$ cat src/rtl/uart_pkg.sv
`default_nettype none
// uart_pkg: shared constants for the UART packet receive controller.
// Rev 1.0 -- initial release.
package uart_pkg;

  localparam logic [7:0] SYNC_BYTE_DEF = 8'hA5;
  localparam int         MAX_LEN_DEF   = 16;
  localparam int         BUF_DEPTH     = 16;
  localparam int         BUF_AW        = $clog2(BUF_DEPTH);

  localparam logic [2:0] ST_HUNT    = 3'd0;
  localparam logic [2:0] ST_LEN     = 3'd1;
  localparam logic [2:0] ST_PAYLOAD = 3'd2;
  localparam logic [2:0] ST_CHECK   = 3'd3;
  localparam logic [2:0] ST_DRAIN   = 3'd4;

endpackage
`default_nettype wire

$ cat src/rtl/pkt_buf.sv
`default_nettype none
// pkt_buf: 16x8 payload store, synchronous write, combinational read, no reset.
// Rev 1.0 -- initial release.
module pkt_buf
  import uart_pkg::*;
(
  input  logic              clk,
  input  logic              we,
  input  logic [BUF_AW-1:0] waddr,
  input  logic [7:0]        wdata,
  input  logic [BUF_AW-1:0] raddr,
  output logic [7:0]        rdata
);

  logic [7:0] mem [BUF_DEPTH];

  always_ff @(posedge clk) begin
    if (we) mem[waddr] <= wdata;
  end

  assign rdata = mem[raddr];

endmodule
`default_nettype wire

$ cat src/rtl/uart_rx_pkt_ctrl.sv
`default_nettype none
// uart_rx_pkt_ctrl: frames SYNC/LEN/payload/CSUM packets from a UART byte stream,
// validates them and drains the payload over a valid/ready interface. Rev 1.0.
module uart_rx_pkt_ctrl
  import uart_pkg::*;
#(
  parameter logic [7:0] SYNC_BYTE = SYNC_BYTE_DEF,
  parameter int         MAX_LEN   = MAX_LEN_DEF,
  parameter int         TIMEOUT   = 50000
) (
  input  logic       clk,
  input  logic       rst,
  input  logic [7:0] rx_data,
  input  logic       rx_done,
  output logic [7:0] pkt_data,
  output logic       pkt_valid,
  input  logic       pkt_ready,
  output logic       pkt_last,
  output logic       busy,
  output logic       err_csum,
  output logic       err_len,
  output logic       err_timeout,
  output logic       overrun,
  output logic [7:0] pkt_cnt
);

  localparam int            TW       = $clog2(TIMEOUT + 1);
  localparam logic [TW-1:0] TMO_LAST = TW'(TIMEOUT - 1);

  logic [2:0]        state;
  logic [4:0]        len;
  logic [BUF_AW-1:0] wr_idx;
  logic [BUF_AW-1:0] rd_idx;
  logic [7:0]        acc;
  logic [TW-1:0]     tmo_cnt;
  logic [7:0]        rd_byte;
  logic              in_rx_state;
  logic              tmo_hit;
  logic              len_bad;
  logic              wr_last;
  logic              rd_last;
  logic              xfer;
  logic              buf_we;

  pkt_buf u_buf (
    .clk   (clk),
    .we    (buf_we),
    .waddr (wr_idx),
    .wdata (rx_data),
    .raddr (rd_idx),
    .rdata (rd_byte)
  );

  assign in_rx_state = (state == ST_LEN) || (state == ST_PAYLOAD) || (state == ST_CHECK);
  assign tmo_hit     = (tmo_cnt == TMO_LAST);
  assign len_bad     = (rx_data == 8'd0) || (rx_data > 8'(MAX_LEN));
  assign wr_last     = ({1'b0, wr_idx} == (len - 5'd1));
  assign rd_last     = ({1'b0, rd_idx} == (len - 5'd1));
  assign buf_we      = rx_done && (state == ST_PAYLOAD);

  assign busy      = (state != ST_HUNT);
  assign pkt_valid = (state == ST_DRAIN);
  assign pkt_data  = pkt_valid ? rd_byte : 8'h00;
  assign pkt_last  = pkt_valid && rd_last;
  assign xfer      = pkt_valid && pkt_ready;

  always_ff @(posedge clk or posedge rst) begin
    if (rst) begin
      state       <= ST_HUNT;
      len         <= 5'd0;
      wr_idx      <= '0;
      rd_idx      <= '0;
      acc         <= 8'h00;
      tmo_cnt     <= '0;
      pkt_cnt     <= 8'h00;
      err_csum    <= 1'b0;
      err_len     <= 1'b0;
      err_timeout <= 1'b0;
      overrun     <= 1'b0;
    end else begin
      err_csum    <= 1'b0;
      err_len     <= 1'b0;
      err_timeout <= 1'b0;
      overrun     <= 1'b0;

      // A byte arriving on the expiry cycle takes priority over the timeout.
      if (!in_rx_state || rx_done) begin
        tmo_cnt <= '0;
      end else if (tmo_hit) begin
        tmo_cnt     <= '0;
        err_timeout <= 1'b1;
        state       <= ST_HUNT;
      end else begin
        tmo_cnt <= tmo_cnt + TW'(1);
      end

      case (state)
        ST_HUNT: begin
          if (rx_done && (rx_data == SYNC_BYTE)) state <= ST_LEN;
        end
        ST_LEN: begin
          if (rx_done) begin
            if (len_bad) begin
              err_len <= 1'b1;
              state   <= ST_HUNT;
            end else begin
              len    <= rx_data[4:0];
              acc    <= rx_data;
              wr_idx <= '0;
              state  <= ST_PAYLOAD;
            end
          end
        end
        ST_PAYLOAD: begin
          if (rx_done) begin
            acc <= acc ^ rx_data;
            if (wr_last) state <= ST_CHECK;
            else         wr_idx <= wr_idx + BUF_AW'(1);
          end
        end
        ST_CHECK: begin
          if (rx_done) begin
            if (rx_data == acc) begin
              rd_idx <= '0;
              state  <= ST_DRAIN;
            end else begin
              err_csum <= 1'b1;
              state    <= ST_HUNT;
            end
          end
        end
        ST_DRAIN: begin
          if (rx_done) overrun <= 1'b1;
          if (xfer) begin
            if (rd_last) begin
              rd_idx  <= '0;
              pkt_cnt <= pkt_cnt + 8'd1;
              state   <= ST_HUNT;
            end else begin
              rd_idx <= rd_idx + BUF_AW'(1);
            end
          end
        end
        default: state <= ST_HUNT;
      endcase
    end
  end

endmodule
`default_nettype wire

$ cat config.mk
export PLATFORM = sky130hd
export DESIGN_NAME = uart_rx_pkt_ctrl
export DESIGN_NICKNAME = d
export VERILOG_FILES = /design/src/rtl/uart_pkg.sv /design/src/rtl/pkt_buf.sv /design/src/rtl/uart_rx_pkt_ctrl.sv
export SDC_FILE = /design/constraint.sdc
export NUM_CORES = 1
export LEC_CHECK = 0
export ABC_AREA = 1
export CAP_MARGIN = 20
export CORE_ASPECT_RATIO = 0.6
export CORE_MARGIN = 2
export CORE_UTILIZATION = 50
export DETAILED_ROUTE_END_ITERATION = 7
export GPL_TIMING_DRIVEN = 0
export PLACE_DENSITY_LB_ADDON = 0.05
export SLEW_MARGIN = 20
export SYNTH_ARGS = -nofsm -noshare
export SYNTH_HDL_FRONTEND = slang
export SYNTH_HIERARCHICAL = 1
export SYNTH_SLANG_ARGS = --single-unit
$ cat constraint.sdc
create_clock -name clk -period 2.9 [get_ports clk]
set_input_delay 0.87 -clock clk [delete_from_list [all_inputs] [get_ports clk]]
set_output_delay 0.87 -clock clk [all_outputs]
set_load 0.01 [all_outputs]
==> After elaboration in Yosys (flattened, before gate mapping) <==
Memory sizes are Yosys's and may differ from the RTL's.
Cells that the tools add are included.
{ "totals": {"ff_bits": 52, "ramBits": 128, "out_inout_bits": 23, "word_cells": 96, "mem_count": 1} }
{ "mem_list": {"columns": ["name", "words", "width", "rd", "rd_clocked_by_memory_dff", "wr", "line", "rtl"], "rows": [
  ["u_buf.mem", 16, 8, 1, 0, 1, "pkt_buf.sv:15", "logic [7:0] mem [BUF_DEPTH];"]
]} }
{ "op_classes": {"addsub": 5, "n_lt_le_gt_ge": 1, "eq_ne": 16, "mux": 41, "n_bitwise": 2, "reduce_logical": 19} }
{ "op_table": {"columns": ["cell", "count"], "rows": [
  ["16-bit 2-to-1 mux", 2],
  ["4-bit 2-to-1 mux", 8],
  ["8-bit 2-to-1 mux", 4],
  ["3-bit 2-to-1 mux", 10],
  ["16-bit by 1-bit adder with 16-bit output, second input constant", 1],
  ["16-bit == test, second input constant", 1],
  ["4-bit one-hot mux with 2 select lines", 2],
  ["8-bit one-hot mux with 2 select lines", 1],
  ["3-bit one-hot mux with 5 select lines", 1],
  ["1-bit 2-to-1 mux", 12],
  ["4-bit by 5-bit == test with 1-bit output", 2],
  ["2-bit inequality test, second input constant", 5],
  ["4-bit by 1-bit adder with 4-bit output, second input constant", 2],
  ["8-bit by 1-bit adder with 8-bit output, second input constant", 1],
  ["8-bit == test", 1],
  ["8-bit == test, second input constant", 1],
  ["8-bit by 5-bit greater-than comparator with 1-bit output, second input constant", 1],
  ["8-bit logical NOT", 1],
  ["4-bit AND reduction", 2],
  ["8-bit XOR", 1],
  ["3-bit by 2-bit == test with 1-bit output, second input constant", 2],
  ["3-bit AND reduction", 2],
  ["5-bit AND reduction", 1],
  ["5-bit by 1-bit subtractor with 5-bit output, second input constant", 1],
  ["other kinds (11)", 19]
]} }

==> Depth between registers and ports, before layout <==
Gate-level depths: netlist of the first run.
{ "depth": {"word_depth": 9, "ltp_mapped": 14, "depth_no_buf": 14} }

==> Cells and area by module <==
Netlist of the first run, hierarchy kept.
{ "by_module_without_submodules": {"columns": ["mod", "n_inst", "cells_each", "area_per_inst_um2", "seq_area_each_um2"], "rows": [
  ["pkt_buf", 1, 543, 5606.6, 3843.7],
  ["uart_rx_pkt_ctrl", 1, 428, 3151.8, 1301.2]
]} }

==> Worst setup path before layout of the first run <==
No wires, ideal clock.
{ "synth_path": {"kind": "reg-to-output", "start": "reg len[0]", "end": "out pkt_last", "arrival_ns": 1.441, "t_required_ns": 2.030, "slack_ns": 0.589, "path_stages_with_launch": 9, "path_buffers": 0, "path_cell_list": "dfrtp_1 > inv_2 > ha_1 > xnor2_1 > nor2_1 > nand2_1 > nor2_4 > nand2_2 > nor2_2"} }
{ "synth_via": {"elab_chain_cells": 3} }
{ "synth_lines": {"columns": ["item", "line", "rtl"], "rows": [
  ["start: declaration", "uart_rx_pkt_ctrl.sv:31", "logic [4:0] len;"],
  ["start signal: assignment", "uart_rx_pkt_ctrl.sv:107", "len <= rx_data[4:0];"],
  ["5-bit by 1-bit subtractor with 5-bit output", "uart_rx_pkt_ctrl.sv:58", "assign rd_last = ({1'b0, rd_idx} == (len - 5'd1));"],
  ["4-bit by 5-bit == test with 1-bit output", "uart_rx_pkt_ctrl.sv:58", null],
  ["1-bit logical AND", "uart_rx_pkt_ctrl.sv:64", "assign pkt_last = pkt_valid && rd_last;"],
  ["end: declaration", "uart_rx_pkt_ctrl.sv:18", "output logic pkt_last,"]
]} }
No other way between the ends.

==> Worst setup path after layout of the first run <==
{ "layout_path": {"start": "reg rd_idx[0]", "end": "out pkt_data[3]"} }
{ "layout_via": {"elab_chain_cells": 2} }
{ "layout_lines": {"columns": ["item", "line", "rtl"], "rows": [
  ["start: declaration", "uart_rx_pkt_ctrl.sv:33", "logic [BUF_AW-1:0] rd_idx;"],
  ["start signal: assignment", "uart_rx_pkt_ctrl.sv:140", "rd_idx <= rd_idx + BUF_AW'(1);"],
  ["memory read 16 x 8 bit", null, null],
  ["via rd_byte[3]", "uart_rx_pkt_ctrl.sv:36", "logic [7:0] rd_byte;"],
  ["8-bit 2-to-1 mux", "uart_rx_pkt_ctrl.sv:63", "assign pkt_data = pkt_valid ? rd_byte : 8'h00;"],
  ["end: declaration", "uart_rx_pkt_ctrl.sv:15", "output logic [7:0] pkt_data,"]
]} }
The timed path passes the listed nets, and every way through them passes these cells.

==> flow_summary.yaml, run 1 <==
place:
  dp_slack_ns: -0.586
  dp.final_hpwl_mm: 15.1
  replace_congestion: 0.915
  place.port_buffers: 34
  placed_cells_incl_taps: 1239
setup_path:
  timing.critical_path.fanout_max: 10
  critPathArrivalTime_ns: 2.14
  timing.critical_path.slowest_stage_cell: "sky130_fd_sc_hd__dfrtp_2"
  critPathBufInv: 4
  crit_type: "register to primary output"
  setup.reg_to_reg.worst_slack_ns: 0.24
  r2r.worst_path.cells: 6
  worst-endpoint-required_ns: 2.03
  critical_path.endpoint_type: "primary output"
  cell_breakdown_of_the_critical_path: "buf_12 > buf_6 > nand2_1 > nand3_1 > nand3_2 > nand3_1 > nand2_1 > inv_1 > nor2_2 > buf_2"
  worst_path_dominant_cell_family: "simple AND/OR/NAND/NOR gates"
  crit_path_start_kind: "register"
  rr_endpoint: "u_buf/mem[15][4]$_DFFE_PP_"
  critPathMaxStageDelay_ns: 0.52
  worstReg2RegStart: "state[1]$_DFF_PP0_"
logic_synthesis:
  ys_warn_count: 6
  netlist_instances: 971
  post_synth_num_cell_types: 31
  syn-num-nets: 988
  synth.yosys.seq_area_share: 0.587
  predominant_post_synthesis_flop_cell: "sky130_fd_sc_hd__edfxtp_1"
  synth_area_per_cell_um2: 9.02
  ys_async_sr_fraction: 0.289
  number_of_enable_type_register_cells_in_the_synthesized_netlist: 128
  synth_seq_cells: 180
  synth.cell_area_um2: 8760
sta:
  finalWorstPathRequiredPeriod_ns: 3.01
  report.final.slew_viol_count: 0
  worst_pin_slew_ns: 1.07
  layout_worst_path_cycle_share: 1.04
  fmax_mhz: 333
  final_clock_skew_ns: 0.0109
  grt_setup_unrepaired: "yes"
  timing.final.hold_violations: 0
  postLayoutSetupSlackWorst_ns: -0.106
  max-slew-margin-rel: 0.285
  timing.final.setup_violations: 21
detailed_routing:
  first_iter_violations: 716
  ant_nets: 0
  drc_errors: 0
  finalWirelength_mm: 22.9
  routedWlPerCell_um: 17.8
  viasPerCell: 5.27
  drt_pre_antenna_iters: 6
  vias: 6767
outcome:
  outcome: "complete, but fails checks"
  violations: "setup timing"
layout:
  layout.core_utilization: 0.620
  finalNetCount: 1055
  fin_cells: 1285
  fillers: 1459
  num_antenna_cells: 0
  layout.cells.most_common: "sky130_fd_sc_hd__nand2_1"
  commonest_non_fill_non_tap_cells_in_the_layout: "sky130_fd_sc_hd__nand2_1 (268), sky130_fd_sc_hd__inv_1 (157), sky130_fd_sc_hd__edfxtp_1 (128)"
  share_of_post_route_cells_with_drive_strength_above_1: 0.169
  area_delta_synth_final_pct: 21.2
global_routing:
  grt_pass1_wl_mm: 34.9
  grt_pass1_vias: 5973
  grt_max_degree: 53
  gr-total-overflow: 0
  grt_antenna_before_repair: 0
  globalRouteTotalUtil: 0.255
pwr:
  power.density_cell_area_nw_per_um2: 587
  total_leakage_power_nw: 4.73
  clkPwrFrac: 0.399
  share_seq_of_total_power: 0.470
  totalPowerFinal_mw: 6.23
  total_switching_power_mw: 1.63
  comb_power_share: 0.131
  net_switching_share_of_the_total_power: 0.262
  power.internal_mw: 4.59
  vdd.ir_drop.worst_mv: 0.406
floorplan:
  core_area_um2: 17100
  io-pin-count: 35
  floorplan.die_area_um2: 18600
  rows: 37
  floorplan.die.width_um: 175
  initial_utilization: 0.511
  die-height_um: 107
clock_tree:
  numCtsBuffers: 17
  path_clk_slew_ns: 0.07
  clk_latency_ns: 0.44
  cts_tree: "built"
  clock-root-buffer: "sky130_fd_sc_hd__clkbuf_16"
  clock-sinks: 180
  clock_path_buffers: 2
  htreeDepth: 4
  cts-hold-fix-buffers: 0
worst_hold_path:
  min-delay-start: "tmo_cnt[0]$_DFF_PP0_"
  worst_hold_path.num_cells: 1
  hold-path-endpoint: "tmo_cnt[0]$_DFF_PP0_"
  timing.hold.worst.class: "register to register"
flow_run:
  max-cap-violations: 0
==> worst register-to-register path, stage by stage (launching register included) <==
cell,delay (ns)
sky130_fd_sc_hd__dfrtp_1,0.50
sky130_fd_sc_hd__inv_2,0.09
sky130_fd_sc_hd__nor3_4,0.26
sky130_fd_sc_hd__inv_2,0.18
sky130_fd_sc_hd__nor2_1,0.33
sky130_fd_sc_hd__nand3_1,0.26
sky130_fd_sc_hd__nor2_1,0.66
==> power by group through the flow <==
stage               combinational (mW)  clock [mW]  sequential [mW]
floorplan                        0.486           0             2.96
global placement                 0.701           0             2.97
detailed placement               0.708           0             2.97
CTS                              0.763        2.50             2.92
global route                     0.898        2.62             2.94
finish                           0.816        2.49             2.92
==> layer usage <==
metal  vias up  wire length (µm)  track usage
met2       279              8540        0.320
met5         -                 0            0
li1       3263                 -            -
met4         0               332       0.0643
met1      3200             11600        0.416
met3        25              2420       0.0751
==> how the worst max path moves through the flow <==
stage                                from                          to  slack [ns]  cells past startpoint
finish              rd_idx[0]$_DFFE_PP0P_                 pkt_data[3]       -0.11                     10
global route                      rx_done  u_buf/mem[15][6]$_DFFE_PP_       -0.18                      5
CTS                 rd_idx[0]$_DFFE_PP0P_                 pkt_data[0]       -0.09                     11
detailed placement                rx_done  u_buf/mem[12][7]$_DFFE_PP_       -0.59                      5
global placement                  rx_done  u_buf/mem[12][3]$_DFFE_PP_       -0.57                      5
floorplan              len[0]$_DFFE_PP0P_                    pkt_last        0.59                      8
==> cell type report <==
cell class	instances	area, µm²	share of cell area
Clock buffer	17	425	0.0401
Timing Repair Buffer	48	509	0.0480
Buffer	28	287	0.0270
Inverter	169	651	0.0613
Clock inverter	15	201	0.0190
Tap cell	234	293	0.0276
Sequential cell	180	5150	0.485
Multi-Input combinational cell	594	3100	0.292
==> sequential cells by signal, summed over array words and instances, names as in the netlist <==
register	count
u_buf/mem	128
tmo_cnt	16
acc	8
pkt_cnt	8
len	5
rd_idx	4
wr_idx	4
state	3
err_csum	1
err_len	1
err_timeout	1
overrun	1
==> through the flow <==
step | instance area [µm²] | hold slack, ns | TNS, ns
after global routing | 10600 | 0.503 | -3.72
after global placement | 9390 | 0.456 | -79.49
after floorplan | 8760 | 0.433 | 0
after CTS | 10300 | 0.468 | -0.218
final | 10600 | 0.469 | -0.733
after detailed placement | 9390 | 0.458 | -58.91
==> cell usage after synthesis, drive strengths merged, types with 9 or more instances <==
cell type  instances  share of area
nand2            291           0.13
inv              169          0.072
edfxtp           128           0.44
nand3            128          0.073
nor2              64          0.030
dfrtp             52           0.15
o21ai             29          0.018
buf               28          0.022
nand4             16          0.011
nor3              15          0.012
xnor2             13          0.013
xor2              13          0.013
a21oi              9         0.0051
==> kinds of logic after synthesis <==
kind of cell	share of synthesized area
xor gates and xnor gates	0.0260
DFF	0.587
buffers and inverters	0.0944
adders and majority gates	0.00714
AOI/OAI and AO/OA	0.0246
and+or+nand+nor	0.260
==> repair_timing <==
action	4_1_cts	5_1_grt
buffers inserted	7	4
pin swaps	2	25
gates resized for setup	89	72
gates cloned	1	3
endpoints found under the setup margin	46	112
hold endpoints to repair	0	0
Note: power is estimated with default switching activity, not from simulation.
==> run 2, diff against run 1 <==
--- a/config.mk
+++ b/config.mk
@@ -10,9 +10,11 @@
 export CORE_ASPECT_RATIO = 0.6
 export CORE_MARGIN = 2
 export CORE_UTILIZATION = 50
+export CTS_CLUSTER_SIZE = 14
 export DETAILED_ROUTE_END_ITERATION = 7
 export GPL_TIMING_DRIVEN = 0
 export PLACE_DENSITY_LB_ADDON = 0.05
+export REMOVE_ABC_BUFFERS = 1
 export SLEW_MARGIN = 20
 export SYNTH_ARGS = -nofsm -noshare
 export SYNTH_HDL_FRONTEND = slang
==> run 2 against run 1 <==
Effect of this change: the flow still finishes with violations (setup timing); count of clock-buffer cells in the layout is 1 higher; die area stayed put; non-clock buffer count is 13 lower; flip-flop and latch count stayed put; sequential share of layout area increased by 0.47 points; largest power group unchanged; highest routed layer unchanged.
==> flow_summary.yaml, run 2 (synthesized netlist as in run 1, its figures left out) <==
setup_path:
  critical_path.endpoint_type: "primary output"
  r2r.worst_path.cells: 5
  crit_type: "register to primary output"
  crit_path_start_kind: "register"
  timing.critical_path.fanout_max: 7
  setup.reg_to_reg.worst_slack_ns: 0.15
  worst_setup_path_startpoint: "rd_idx[0]$_DFFE_PP0P_"
  critPathArrivalTime_ns: 2.05
  worst-endpoint-required_ns: 2.03
  worstReg2RegStart: "state[2]$_DFF_PP0_"
  rr_endpoint: "u_buf/mem[3][0]$_DFFE_PP_"
pwr:
  comb_power_share: 0.135
  net_switching_share_of_the_total_power: 0.274
  power.internal_mw: 4.35
  clkPwrFrac: 0.378
  vdd.ir_drop.worst_mv: 0.429
  totalPowerFinal_mw: 6.00
  total_leakage_power_nw: 4.65
  share_seq_of_total_power: 0.488
  total_switching_power_mw: 1.65
  power.density_cell_area_nw_per_um2: 570
global_routing:
  grt_use_met1: 0.402
  globalRouteTotalUtil: 0.246
  grt_pass1_vias: 5974
  gr-total-overflow: 0
  grt_max_degree: 53
  grt_antenna_before_repair: 0
  grt_most_used_layer: "met1"
  grt.met2_usage: 0.328
  met3_usage_in_global_routing: 0.0544
  grt_pass1_wl_mm: 33.9
clock_tree:
  clock-sinks: 180
  cts_tree: "built"
  numCtsBuffers: 17
  cts-hold-fix-buffers: 0
  path_clk_slew_ns: 0.07
  htreeDepth: 4
  clk_latency_ns: 0.43
  clock_path_buffers: 2
  clock-root-buffer: "sky130_fd_sc_hd__clkbuf_16"
sta:
  timing.setup.tns_ns: -0.0185
  timing.final.setup_violations: 2
  postLayoutSetupSlackWorst_ns: -0.0161
  timing.final.hold_violations: 0
  layout_worst_path_cycle_share: 1.01
  report.final.slew_viol_count: 0
  finalWorstPathRequiredPeriod_ns: 2.92
  grt_setup_unrepaired: "yes"
  max-slew-margin-rel: 0.353
  fmax_mhz: 343
  final_clock_skew_ns: 0.0106
  worst_pin_slew_ns: 0.971
worst_hold_path:
  hold-path-endpoint: "tmo_cnt[0]$_DFF_PP0_"
  worst_hold_path.num_cells: 1
  timing.hold.worst.class: "register to register"
  min-delay-start: "tmo_cnt[0]$_DFF_PP0_"
floorplan:
  floorplan.die.width_um: 175
  die-height_um: 107
  initial_utilization: 0.511
  floorplan.die_area_um2: 18600
  rows: 37
  core_area_um2: 17100
  io-pin-count: 35
detailed_routing:
  first_iter_violations: 661
  ant_nets: 0
  routedWlPerCell_um: 17.4
  drc_errors: 0
  viasPerCell: 5.18
  finalWirelength_mm: 22.1
  vias: 6598
  drt_pre_antenna_iters: 5
layout:
  top_register: "u_buf/mem"
  fillers: 1458
  final_area_um2: 10500
  layout.cells.most_common: "sky130_fd_sc_hd__nand2_1"
  finalNetCount: 1044
  fin_cells: 1274
  num_antenna_cells: 0
  commonest_non_fill_non_tap_cells_in_the_layout: "sky130_fd_sc_hd__nand2_1 (280), sky130_fd_sc_hd__inv_1 (158), sky130_fd_sc_hd__edfxtp_1 (128)"
  share_of_post_route_cells_with_drive_strength_above_1: 0.154
  largest_register_ff_count: 128
  largestRegisters: "u_buf/mem x128, tmo_cnt x16"
  area_delta_synth_final_pct: 20.2
place:
  dpl-instance-area_um2: 9260
  dp.final_hpwl_mm: 12.7
  placed_cells_incl_taps: 1213
  dp_slack_ns: -0.760
  replace_congestion: 0.879
  place.port_buffers: 34
outcome:
  outcome: "complete, but fails checks"
  violations: "setup timing"
flow_run:
  max-cap-violations: 0
==> run 2: cell types whose count changed in the layout (fill, tap and decap cells not counted), sizes merged <==
cell | previous run | this run
dlymetal6s2s | 7 | 2
clkinvlp | 1 | 5
clkdlybuf4s50 | 18 | 17
dlygate4sd2 | 0 | 6
inv | 172 | 176
bufbuf | 1 | 0
clkinv | 7 | 3
buf | 47 | 37
bufinv | 4 | 1
clkbuf | 20 | 19
==> run 2: how the worst max path moves through the flow <==
stage	to	slack, ns
finish	pkt_data[1]	-0.02
detailed placement	pkt_data[2]	-0.76
global placement	pkt_data[1]	-2.89
floorplan	pkt_data[0]	-0.66
global route	pkt_data[2]	-0.1
CTS	pkt_data[2]	-0.05
==> run 2: cell type report <==
class / instances / area (µm²) / share of cell area
Clock buffer: 18 / 429 / 0.0408
Timing Repair inverter: 2 / 27.5 / 0.00261
Clock inverter: 14 / 145 / 0.0138
Sequential cell: 180 / 5160 / 0.490
Multi-Input combinational cell: 594 / 3120 / 0.296
Timing Repair Buffer: 63 / 682 / 0.0648
Inverter: 169 / 677 / 0.0643
Tap cell: 234 / 293 / 0.0278
==> run 2: metal layers <==
layer,wire length (µm),vias up,share of wire
met5,0,-,0
met4,187,0,0.0085
met3,1840,17,0.083
met2,8820,196,0.40
met1,11300,3153,0.51
li1,-,3232,-
==> run 2: through the flow <==
step	hold WS (ns)	utilization
2_1_floorplan	0.433	-
3_3_place_gp	0.461	0.537
3_5_place_dp	0.464	0.540
4_1_cts	0.474	0.600
5_1_grt	0.512	0.615
6_report	0.473	0.615
==> run 2: power by group through the flow <==
stage	Combinational (mW)	Clock, mW	Sequential, mW
final	0.808	2.27	2.93
after global routing	0.903	2.40	2.94
after floorplan	0.445	0	2.97
after global placement	0.634	0	3.00
after CTS	0.770	2.29	2.92
after detailed placement	0.664	0	2.98
==> run 2: repair_timing <==
item,CTS,global route
setup endpoints to repair,18,70
buffers inserted,17,5
pin swaps,18,20
gates cloned,6,1
gates resized for setup,98,43
==> run 2: worst max-delay path, cell delays in order (launching register included) <==
cell and delay (ns):
sky130_fd_sc_hd__dfrtp_4 0.55, sky130_fd_sc_hd__buf_6 0.17, sky130_fd_sc_hd__clkbuf_16 0.17, sky130_fd_sc_hd__nand2_2 0.07, sky130_fd_sc_hd__nand3_2 0.09, sky130_fd_sc_hd__nand3_4 0.13, sky130_fd_sc_hd__nand3_2 0.09, sky130_fd_sc_hd__nand2_2 0.09
sky130_fd_sc_hd__inv_1 0.04, sky130_fd_sc_hd__nor2_1 0.08, sky130_fd_sc_hd__buf_2 0.13
